File: config.mk
export PLATFORM = sky130hd
export DESIGN_NAME = operand_sequencer_3x16
export DESIGN_NICKNAME = d
export VERILOG_FILES = /design/src/rtl/operand_sequencer_3x16.sv
export SDC_FILE = /design/constraint.sdc
export NUM_CORES = 1
export LEC_CHECK = 0
export CORE_ASPECT_RATIO = 0.75
export CORE_MARGIN = 4
export CORE_UTILIZATION = 60
export CTS_CLUSTER_SIZE = 24
export DETAILED_ROUTE_END_ITERATION = 16
export DONT_BUFFER_PORTS = 1
export GPL_ROUTABILITY_DRIVEN = 0
export GPL_TIMING_DRIVEN = 1
export PLACE_DENSITY = 0.73
export SLEW_MARGIN = 10
export SYNTH_ARGS = -nofsm -noshare
export SYNTH_HDL_FRONTEND = slang
export SYNTH_SLANG_ARGS = --single-unit
File: constraint.sdc
create_clock -name clk -period 2.2 [get_ports clk]
set_input_delay 0.11 -clock clk [delete_from_list [all_inputs] [get_ports clk]]
set_output_delay 0.11 -clock clk [all_outputs]
set_load 0.02 [all_outputs]
File: src/rtl/operand_sequencer_3x16.sv
// operand_sequencer_3x16: loads three operands from a valid/ready stream, then scans the mux selector 0..2.
module operand_sequencer_3x16 #(
  parameter int DATA_W      = 16,
  parameter int HOLD_CYCLES = 1
) (
  input  logic              clk,
  input  logic              reset,
  input  logic              start,
  input  logic              in_valid,
  input  logic [DATA_W-1:0] in_data,
  output logic              in_ready,
  output logic [DATA_W-1:0] reg1,
  output logic [DATA_W-1:0] reg2,
  output logic [DATA_W-1:0] reg3,
  output logic [1:0]        selector,
  output logic              mux_enable,
  output logic              busy,
  output logic              done
);
  typedef enum logic [1:0] {IDLE, LOAD, SCAN, DONE} state_t;
  state_t state, next;
  logic [1:0] word_cnt;
  logic [7:0] hold_cnt;
  logic accept, hold_end;
  assign accept   = state == LOAD && in_valid;
  assign hold_end = hold_cnt == 8'(HOLD_CYCLES - 1);
  always_comb begin
    next = state == IDLE ? (start ? LOAD : IDLE)
         : state == LOAD ? (accept && word_cnt == 2'd2 ? SCAN : LOAD)
         : state == SCAN ? (hold_end && selector == 2'd2 ? DONE : SCAN)
         : IDLE;
    in_ready   = state == LOAD;
    mux_enable = state == SCAN;
    busy       = state == LOAD || state == SCAN;
    done       = state == DONE;
  end
  always_ff @(posedge clk) begin
    if (reset) begin
      state    <= IDLE;
      reg1     <= '0;
      reg2     <= '0;
      reg3     <= '0;
      word_cnt <= '0;
      hold_cnt <= '0;
      selector <= '0;
    end else begin
      state <= next;
      if (accept) begin
        word_cnt <= word_cnt == 2'd2 ? 2'd0 : word_cnt + 2'd1;
        if (word_cnt == 2'd0) reg1 <= in_data;
        if (word_cnt == 2'd1) reg2 <= in_data;
        if (word_cnt == 2'd2) reg3 <= in_data;
      end
      // selector wraps to 0 on leaving SCAN so it reads 0 everywhere else
      if (state == SCAN) begin
        hold_cnt <= hold_end ? 8'd0 : hold_cnt + 8'd1;
        if (hold_end) selector <= selector == 2'd2 ? 2'd0 : selector + 2'd1;
      end
    end
  end
endmodule

### After elaboration in Yosys (flattened, before gate mapping)

Index checks and enable logic that the tools add are counted.

* flip-flop bits (word level): 62
* input bits: 20
* word-level logic and storage cells: 36

* $add $sub $neg: 3
* eq/ne operators: 6
* mux-type cells: 9
* reductions and logical operators: 11

Operator list (number)
* 2-bit 2-to-1 mux: 6
* 8-bit by 1-bit adder with 8-bit output, second input constant: 1
* 2-bit equality test, second input constant: 4
* 8-bit zero test: 1
* 8-bit 2-to-1 mux: 1
* 2-bit AND reduction: 4
* 2-bit by 1-bit adder with 2-bit output, second input constant: 2
* 2-bit by 1-bit equality test with 1-bit output, second input constant: 2
* 2-bit zero test: 2
* 1-bit logical AND: 3
* 1-bit 2-to-1 mux: 2
* 1-bit logical OR: 1

### Depth between registers and ports, before layout

* word-level depth: 6
* gate-level depth with buffers: 8
* depth with buffers taken out: 5

### Worst setup path before layout

Ideal clock, no wire load.

* path type: reg-to-reg
* from: reg state[0]
* to: reg selector[0]
* library setup time: 0.070 ns
* arrival time: 1.840 ns
* data required time: 2.130 ns
* path slack: 0.290 ns
* cell stages (with the launch flop): 7
* path buffers: 1
* path through: dfxtp_1 > inv_1 > ha_1 > buf_2 > or4b_1 > or4_1 > a21oi_1

* cells in the longest elaborated chain, start to end: 2

Ends and longest elaborated chain
* start, declared: line 21 `state_t state, next;`
* start signal, assigned: line 47 `state <= next;`
* 2-bit equality test
* net mux_enable: line 16 `output logic mux_enable,`
* 2-bit AND reduction (no source line)
* end signal, assigned: line 57 `if (hold_end) selector <= selector == 2'd2 ? 2'd0 : selector + 2'd1;`
* end, declared: line 15 `output logic [1:0] selector,`

The timed path passes the listed nets, and every way through them passes these cells.
A chain may end at the register's enable or synchronous reset.

### Final worst setup path

* from: reg state[1]
* to: reg reg3[13]

* cells in the longest elaborated chain, start to end: 3

Ends and longest elaborated chain
* 2-bit by 1-bit equality test with 1-bit output: line 25 `assign accept = state == LOAD && in_valid;`
* 1-bit logical AND: line 25
* 2-bit AND reduction (no source line)
* end signal, assigned: line 52 `if (word_cnt == 2'd2) reg3 <= in_data;`
* end, declared: line 14 `output logic [DATA_W-1:0] reg3,`

Every way passes these cells.

==> metrics.yaml <==
status: "finished, final reports clean"
syn_avg_cell_area_sq_um: 8.150
firstDrtPassIters: 4
cts_root_buf: "clkbuf_8"
drc_errors: 0
die_h_microns: 62.36
cts.sinks: 62
dp_hpwl_mm: 3.527
rsz0062_at_grt: "false"
wire_per_inst_microns: 14.65
hold_viol_final: 0
critPathRequiredTime_ns: 2.46
ant_nets: 0
holdWs_ns: 0.03585
cts-buffers-inserted: 9
setup_violations: 0
drt-met1-wl_mm: 2.142
crit_chain: "inv_1, ha_2, and4b_2, buf_4, nand2_1, a21oi_1, dlygate4sd3_1"
yosys.cell_types.count: 27
area_delta_synth_final_pct: 19.00
cap_violations: 0
grt_pass1_vias: 1931
power_density_nw_per_um2: 791.1
path_class: "register to register"
setup_ws_ns: 0.1358
dr_wl_met3_microns: 640
viasPerCell: 5.496
yosys_warnings: 0
netlist_area_sq_um: 2364
cp-start-kind: "register"
grt-ovfl-total: 0
wl_mm: 5.347
initial_utilization: 0.6333
die_x_microns: 80.47
tightestPinTransition_ns: 0.7570
critPathMaxStageDelay_ns: 0.57
cp-end-kind: "register"
syn-instance-count: 290
fill_cells: 281
synth.net_count: 316
fin_crit_ns: 2.064
ys_ff_latch: 62
num_rows: 19
seq_area_frac_synth: 0.5251
peakVddDrop_uv: 614.6
top_layer_used: "met4"
clock_path_buffers: 2
place_ws_ns: 0.3207
slew_headroom: 0.4926
crit_arrival_ns: 2.33
diodes: 0
coreArea_sq_um: 3732
fin_worst_skew_ns: 0.002790
port_buffers: 0
die_area_sq_um: 5018
grt_pass1_wl_mm: 8.804
fin_nets: 335
setup-tns-final_ns: 0
h-tree-depth: 3
p_leak_uw: 0.0009700
slew_violations: 0
first_iter_violations: 109
grt_usage: 0.2220
cts_tree: "built"
io_pins: 74
slowest_stage: "dlygate4sd3_1"
holdCritPathClass: "primary input to register"
period_share: 0.9383
clkTransAtPathRegs_ns: 0.06
fmax_mhz: 484.4
crit_fanout: 10
wl_met2_mm: 2.519
clock_latency_ns: 0.32
vias: 2006
antenna_found_initial: 0
grt_max_degree: 57
drive_gt1_frac: 0.07668
synth_stat cells:
master       n  area share
nand2_1    100        0.16
dfxtp_1     62        0.53
a21oi_1     56        0.12
clkbuf_1    12       0.019
nor2_1       9       0.014
ha_1         6       0.032
buf_2        5       0.011
inv_1        5      0.0079
o21ai_0      5       0.011
nand4_1      4       0.011
nand4b_1     3       0.011
or3_1        3      0.0079
xor2_1       3       0.011
and4b_1      2      0.0085
buf_1        2      0.0032
nor4b_1      2      0.0074
a21o_1       1      0.0032
a221oi_1     1      0.0037
mux2i_1      1      0.0042
nand3b_1     1      0.0032
nand4bb_1    1      0.0048
nor3b_1      1      0.0032
nor4bb_1     1      0.0042
or4_1        1      0.0032
or4b_1       1      0.0042
or4b_4       1      0.0058
xnor2_1      1      0.0037
power by group:
part | internal [uW] | total, uW | switching (uW) | leakage [uW]
logic | 53.1 | 121 | 67.4 | 0.000379
clock network | 550 | 930 | 380 | 0.0000908
registers | 1140 | 1170 | 33.0 | 0.000501
total | 1740 | 2230 | 481 | 0.000970
area by class of cell:
class	instances	area, sq um	share of cell area
tap	52	65.06	0.02313
timing repair buffer	27	260.3	0.09253
multi-input combinational	204	1045	0.3714
sequential	62	1241	0.4413
clock inverter	1	30.03	0.01068
clock buffer	14	152.6	0.05427
inverter	5	18.77	0.006673
sequential cells by signal, summed over array words and instances, names as in the netlist:
register,cells
word_cnt,2
hold_cnt,8
reg2,16
reg1,16
reg3,16
selector,2
state,2
cells by family (layout without fill, tap and decap cells):
family,after synthesis,after routing,share of synthesized area
and+or+nand+nor,130,130,0.2472
AOI/OAI and AO/OA,63,63,0.1361
DFF,62,62,0.5251
buffers and inverters,24,47,0.04076
adders and majority gates,6,6,0.03176
xor gates and xnor gates,4,4,0.01483
muxes,1,1,0.004235
placed cells by master, fill, tap and decap left out, drive strengths merged, types with 2 or more instances in the layout:
master       netlist  layout
nand2            100     100
dfxtp             62      62
a21oi             56      56
dlygate4sd3        0      18
clkbuf            12      14
nor2               9       9
buf                7       9
ha                 6       6
inv                5       5
o21ai              5       5
nand4              4       4
or3                3       3
xor2               3       3
nand4b             3       3
nor4b              2       2
and4b              2       2
or4b               2       2
routing by layer:
layer  up-vias  global-route usage
met5         -                   0
met4         0             0.05907
met3         7              0.1142
met2        80              0.3554
met1       914              0.2609
li1       1005                   -
repair_timing:
action / in CTS / in global routing
endpoints found under the setup margin: 0 / 1
resized for setup: 0 / 2
hold buffers: 19 / 0
endpoints found under the hold margin: 56 / 0
setup buffers: 0 / 1
critical path, delay by kind of cell (launching register included):
family | cells | cell delay, ns
buffers and inverters | 3 | 0.86
and+or+nand+nor | 2 | 0.42
DFF | 1 | 0.32
adders and majority gates | 1 | 0.25
AOI/OAI and AO/OA | 1 | 0.13
metrics by stage:
step                      utilization  std cells  cell area [sq um]  power, uW
after CTS                      0.7506        364               2801       2242
after global placement         0.6480        330               2419       1265
after floorplan                     -        290               2364       1261
final                          0.7536        365               2813       2225
after global routing           0.7536        365               2813       2320
after detailed placement       0.6480        330               2419       1267
path summary, 6_finish.rpt:
path               start     endpoint  slack, ns  cells past startpoint
max reg2reg     state[1]     reg3[13]       0.14                      7
max             state[1]     reg3[13]       0.14                      7
min             in_valid  word_cnt[0]       0.04                      3
min reg2reg  hold_cnt[7]  hold_cnt[7]       0.52                      2
No activity file was read; power rests on OpenSTA's default activity.
